<file path="config.mk">
export PLATFORM = sky130hd
export DESIGN_NAME = serial_subtractor
export DESIGN_NICKNAME = d
export VERILOG_FILES = /design/src/rtl/serial_subtractor.sv
export SDC_FILE = /design/constraint.sdc
export NUM_CORES = 1
export LEC_CHECK = 0
export CAP_MARGIN = 25
export CORE_AREA = 4 4 71 73
export CTS_CLUSTER_DIAMETER = 50
export CTS_CLUSTER_SIZE = 8
export DETAILED_ROUTE_END_ITERATION = 16
export DIE_AREA = 0 0 75 77
export HOLD_SLACK_MARGIN = 0.12
export PLACE_DENSITY = 0.47
export SYNTH_ARGS = -nofsm -noshare
export SYNTH_HDL_FRONTEND = slang
export SYNTH_SLANG_ARGS = --single-unit
</file>
<file path="constraint.sdc">
create_clock -name clk -period 3.02 [get_ports clk]
set_clock_uncertainty 0.1 [all_clocks]
set_input_delay 0.302 -clock clk [delete_from_list [all_inputs] [get_ports clk]]
set_output_delay 0.302 -clock clk [all_outputs]
set_load 0.02 [all_outputs]
</file>
<file path="src/rtl/serial_subtractor.sv">
// Bit-serial unsigned subtractor: A - B processed LSB first, one bit per
// clock, with a registered difference and final borrow.
module serial_subtractor #(
  parameter int WIDTH = 4
) (
  input  logic             clk,
  input  logic             rst_n,
  input  logic             start,
  input  logic [WIDTH-1:0] A,
  input  logic [WIDTH-1:0] B,
  output logic             busy,
  output logic             done,
  output logic [WIDTH-1:0] Diff,
  output logic             Bout
);

  localparam int CW = $clog2(WIDTH + 1);

  typedef enum logic [1:0] {IDLE, RUN, DONE} state_t;

  state_t           state, state_nxt;
  logic [WIDTH-1:0] a_sr, b_sr, res_sr;
  logic             br;
  logic [CW-1:0]    cnt;
  logic             a_bit, b_bit, d_bit, br_nxt, last;

  // Full-subtractor cell on the current LSBs
  assign a_bit  = a_sr[0];
  assign b_bit  = b_sr[0];
  assign d_bit  = a_bit ^ b_bit ^ br;
  assign br_nxt = (~a_bit & b_bit) | (~(a_bit ^ b_bit) & br);
  assign last   = (cnt == CW'(WIDTH - 1));

  assign busy = (state == RUN);
  assign done = (state == DONE);

  // State register
  always_ff @(posedge clk or negedge rst_n) begin
    if (!rst_n) state <= IDLE;
    else        state <= state_nxt;
  end

  // Next-state: RUN for WIDTH cycles, one DONE cycle, then back to IDLE
  always_comb begin
    state_nxt = state;
    case (state)
      IDLE:    if (start) state_nxt = RUN;
      RUN:     if (last)  state_nxt = DONE;
      DONE:    state_nxt = IDLE;
      default: state_nxt = IDLE;
    endcase
  end

  // Datapath: operand capture, serial shift, and result publication
  always_ff @(posedge clk or negedge rst_n) begin
    if (!rst_n) begin
      a_sr   <= '0;
      b_sr   <= '0;
      res_sr <= '0;
      br     <= 1'b0;
      cnt    <= '0;
      Diff   <= '0;
      Bout   <= 1'b0;
    end else begin
      case (state)
        IDLE: begin
          if (start) begin
            a_sr   <= A;
            b_sr   <= B;
            res_sr <= '0;
            br     <= 1'b0;
            cnt    <= '0;
          end
        end
        RUN: begin
          a_sr   <= a_sr >> 1;
          b_sr   <= b_sr >> 1;
          // Result bits enter at the MSB so after WIDTH shifts bit 0 lands at LSB
          res_sr <= {d_bit, res_sr[WIDTH-1:1]};
          br     <= br_nxt;
          // Counter parks at its terminal value rather than wrapping
          if (!last) cnt <= cnt + CW'(1);
          if (last) begin
            Diff <= {d_bit, res_sr[WIDTH-1:1]};
            Bout <= br_nxt;
          end
        end
        default: ;
      endcase
    end
  end

endmodule

</file>
# After elaboration in Yosys (flattened, before gate mapping)
# Cells that the tools add are included.
[op_classes]
n_addsub = 1
n_mux = 14
n_eq_ne = 6
reduce_logical = 6
n_bitwise = 7
[ops]
columns = ["operator", "count"]
rows = [
  ["4-bit case mux with 2 select lines", 3],
  ["4-bit two-way mux", 3],
  ["3-bit two-way mux", 2],
  ["3-bit case mux with 2 select lines", 1],
  ["2-bit AND reduction", 3],
  ["2-bit two-way mux", 2],
  ["2-bit != test (second input constant)", 2],
  ["2-bit case mux with 2 select lines", 1],
  ["3-bit by 1-bit adder with 3-bit output (second input constant)", 1],
  ["3-bit by 2-bit == test with 1-bit output (second input constant)", 1],
  ["3-bit AND reduction", 1],
  ["1-bit bitwise AND", 2],
  ["2-bit by 1-bit == test with 1-bit output (second input constant)", 1],
  ["2-bit == test (second input constant)", 1],
  ["2-bit logical NOT", 1],
  ["2-bit by 1-bit != test with 1-bit output (second input constant)", 1],
  ["1-bit inverter", 2],
  ["1-bit case mux with 2 select lines", 1],
  ["2-bit nonzero test", 1],
  ["1-bit XOR", 2],
  ["1-bit two-way mux", 1],
  ["1-bit OR", 1],
]
[word_totals]
regBits = 23
elab_cells = 42
inputBits = 11

# Longest topological paths before layout
[logic_depth]
depth_word = 5
depth_mapped = 4

# Worst setup path after synthesis
# Ideal clock, no wire load.
[synth_path]
path_type = "register to register"
startpoint = "reg cnt[0]"
endpoint = "reg Diff[0]"
arrival_time_ns = 1.261
period_less_slack_ns = 1.489
setup_slack_ns = 1.531
required_time_ns = 2.792
path_stages_with_launch = 5
n_path_buf = 0
setup_ns = 0.128
path_cell_list = "dfrtp_1 -> ha_1 -> ha_1 -> nand3b_4 -> mux2_1"
[synth_between]
elab_chain_len = 2
[synth_rtl]
columns = ["item", "line", "text"]
rows = [
  ["start: declaration", "24", "logic [CW-1:0] cnt;"],
  ["start signal: assignment", "82", "if (!last) cnt <= cnt + CW'(1);"],
  ["3-bit by 2-bit == test with 1-bit output", "32", "assign last = (cnt == CW'(WIDTH - 1));"],
  ["2-bit AND reduction (no source line)", "--", ""],
  ["end signal: assignment", "84", "Diff <= {d_bit, res_sr[WIDTH-1:1]};"],
  ["end: declaration", "13", "output logic [WIDTH-1:0] Diff,"],
]
# No other way between the ends.
# A chain may end at the register's enable or synchronous reset.

# Worst setup path after layout
[layout_path]
startpoint = "reg state[0]"
endpoint = "out busy"
[layout_between]
elab_chain_len = 1
[layout_rtl]
columns = ["item", "line", "text"]
rows = [
  ["start: declaration", "21", "state_t state, state_nxt;"],
  ["start signal: assignment", "40", "else state <= state_nxt;"],
  ["2-bit by 1-bit == test with 1-bit output", "34", "assign busy = (state == RUN);"],
  ["end: declaration", "11", "output logic busy,"],
]
# No other way between the ends.

==> out/metrics.cfg <==
[run_status]
outcome=complete, no violations

[sta]
slew_violations=0
rsz0062_at_grt=false
maxSlewHeadroom=0.6325
hold_viol_final=0
achievable-frequency_ghz=0.4282
post-route-period-util=0.7733
finalSetupViolations=0
fin_crit_ps=2335
setup_total_negative_slack_ps=0
worst-slew-pin-transition_ps=551.2

[global_route]
grt_use_met2=0.1350
met3_usage=0.03660
grt_start_max_net_pins=23
grt.met1_usage=0.09750
grt_overflow_total=0
antenna_found_initial=0
grt-busiest-layer=met2
grt_first_pass_wirelength_um=3705
number_of_global_route_vias_before_repair=800
grt_use_total=0.08336

[cells_and_area]
fin_util=0.3124
areaGrowthSynthToFinish_pct=27.43
insertedDiodeCount=0
final_common_cell=sky130_fd_sc_hd__dfrtp_1
layout.cells.most_common_list=sky130_fd_sc_hd__dfrtp_1 (22), sky130_fd_sc_hd__clkdlybuf4s50_1 (17), sky130_fd_sc_hd__inv_1 (10), sky130_fd_sc_hd__nor4b_1 (5)
design.final.nets=119
drive_above_1_share=0.1154

[setup_path]
slowest_stage=sky130_fd_sc_hd__clkdlybuf4s50_1
worstPathArrival_ps=1930
worst-path-max-fanout=14
timing.critical_path.to_type=primary output
buffers_plus_inverters_on_the_worst_setup_path=3
crit_required_ps=2620
critPathKind=register to primary output
timing.critical_path.from_type=register
worstSetupPathDepth=4
timing.critical_path.cells=buf_4 -> nand2b_1 -> inv_1 -> clkdlybuf4s50_1
slowest_delay_ps=630
worst_path_dominant_cell_family=buffers and inverters
ff2ff_path_depth=4

[worst_hold_path]
min_path_type=input pin to async pin

[synth]
yosys_warnings=0
post_synth_instance_area_um2=1067
dominant_combinational_cell_family_by_area_after_synthesis=simple AND/OR/NAND/NOR gates
synth_fp_nets=100
avgSynthCellArea_um2=12.41
ys_top_cells_by_area=sky130_fd_sc_hd__dfrtp_1 (52%), sky130_fd_sc_hd__mux2_1 (4.2%), sky130_fd_sc_hd__nor4b_1 (4.1%), sky130_fd_sc_hd__inv_1 (3.5%), sky130_fd_sc_hd__nor3b_1 (2.8%)
synthDominantCellAreaShare=0.5158
share_of_synthesized_cell_area_in_full_adder_half_adder_and_majority_cells=0.04220
synth_edf_count=0
synth-xor-area-share=0
yosysUniqueCellTypes=30
synth_seq_cells=22
synth_sequential_area_ratio=0.5158
yosys.area_share.simple=0.1758
ys_dominant_reg_cell=sky130_fd_sc_hd__dfrtp_1
synthesis.instances=86
synth_compound_gate_area_share=0.1454
synth.mux.area_fraction=0.05158
synth_largest_area_cell=sky130_fd_sc_hd__dfrtp_1
synthArstFlopShare=1.000

[pwr]
p_leak_nw=0.6202
power_per_unit_of_standard_cell_area_nw_per_um2=1006
design_power_total_w=0.001368
peakVddDrop_mv=0.2955

[route]
vias_per_cell=4.686
routed_wire_length_um=2102
detail_route.drc_violations=0
vias=731
wl_per_cell_um=13.47
drt_first_iter_violations=31
postRouteAntennaNets=0
dr.pass1.iters=3

[run]
max_cap_violation_count=0

[die]
fp.dieW_um=75
dieArea_um2=5775
die_height_um=77
placement_rows=24
boundaryPins=18
effective_utilization_at_floorplan=0.2451
fp.coreArea_um2=4354

[placement]
gp_congestion=0.6893
detailed_place_hpwl_um=1517
io_buffers=17

[clock_tree]
worst_skew_pair.late_latency_ps=260
postCtsSetupBuffers=0
clk_pin_slew_worst_paths_ps=80
htree_levels=1
cts.path.max_buffers=2
cts_buffers=3
clockRootBuffer=sky130_fd_sc_hd__clkbuf_8
cts.sink_count=22
ctsHoldBuffers=0
resized_after_cts=0
tritoncts=yes

-- power breakdown --
group | leakage, nW | switching [W] | internal (W)
Sequential | 0.275 | 0.0000980 | 0.000427
Clock | 0.0357 | 0.0000990 | 0.000177
Combinational | 0.310 | 0.000273 | 0.000295
Total | 0.620 | 0.000470 | 0.000899
-- cell families after synthesis --
group,count (synthesis)
and+or+nand+nor,23
DFF,22
AOI/OAI and AO/OA,18
buffers and inverters,15
muxes,5
adders and majority gates,3
-- worst paths after layout --
check | start | endpoint | slack, ps
worst max-delay path | state[0]$_DFFE_PN0P_ | busy | 680
worst min-delay path | rst_n | res_sr[3]$_DFFE_PN0P_ | 270
worst max register to register | cnt[0]$_DFFE_PN0P_ | Diff[3]$_DFFE_PN0P_ | 1430
worst min register to register | a_sr[3]$_DFFE_PN0P_ | a_sr[3]$_DFFE_PN0P_ | 380
max in group asynchronous | rst_n | cnt[1]$_DFFE_PN0P_ | 2090
min in group clk | a_sr[3]$_DFFE_PN0P_ | a_sr[3]$_DFFE_PN0P_ | 380
-- Yosys cell counts, types with 2 or more instances --
cell	n
sky130_fd_sc_hd__buf_2	2
sky130_fd_sc_hd__o221ai_1	2
sky130_fd_sc_hd__nor4bb_1	2
sky130_fd_sc_hd__a211oi_1	3
sky130_fd_sc_hd__nor3b_1	4
sky130_fd_sc_hd__nor4b_1	5
sky130_fd_sc_hd__inv_1	10
sky130_fd_sc_hd__o221a_2	2
sky130_fd_sc_hd__mux2_1	4
sky130_fd_sc_hd__dfrtp_1	22
sky130_fd_sc_hd__or4b_1	2
sky130_fd_sc_hd__a22o_1	3
sky130_fd_sc_hd__nand3_1	2
sky130_fd_sc_hd__nand2b_1	4
sky130_fd_sc_hd__a211o_1	2
sky130_fd_sc_hd__ha_1	2
sky130_fd_sc_hd__buf_4	2
-- registers in the layout, summed over array words and instances, names as in the netlist --
signal	cells
res_sr	3
a_sr	4
cnt	3
br	1
b_sr	4
Bout	1
state	2
Diff	4
-- worst reg2reg max path: stages (launching register included) --
cell and delay (ps):
sky130_fd_sc_hd__dfrtp_1 410, sky130_fd_sc_hd__ha_1 210, sky130_fd_sc_hd__ha_1 260, sky130_fd_sc_hd__nand3b_4 160, sky130_fd_sc_hd__mux2_1 340
-- layer usage --
layer | routed length [um] | vias to the layer above | part of all wire
li1 | - | 351 | -
met1 | 961 | 366 | 0.46
met2 | 1016 | 12 | 0.48
met3 | 101 | 2 | 0.048
met4 | 22 | 0 | 0.010
met5 | 0 | - | 0
-- per-stage QoR --
stage / hold slack (ps) / worst slack [ps] / cells / cell area, um2
after floorplan: -93.59 / 1531 / 86 / 1067
after global placement: 364.8 / 995.7 / 151 / 1274
after detailed placement: 368.7 / 964.7 / 151 / 1274
after CTS: 388.8 / 661.8 / 155 / 1345
after global routing: 316.1 / 566.4 / 156 / 1360
final: 268.1 / 684.6 / 156 / 1360
-- layout make-up --
type / instances / area [um2]
Clock buffer: 3 / 41.29
Inverter: 10 / 37.54
Multi-Input combinational cell: 49 / 442.9
Timing Repair Buffer: 19 / 192.7
Tap cell: 52 / 65.06
Fill cell: 454 / 2994
Clock inverter: 1 / 30.03
Sequential cell: 22 / 550.5
Note: power is estimated with default switching activity, not from simulation.
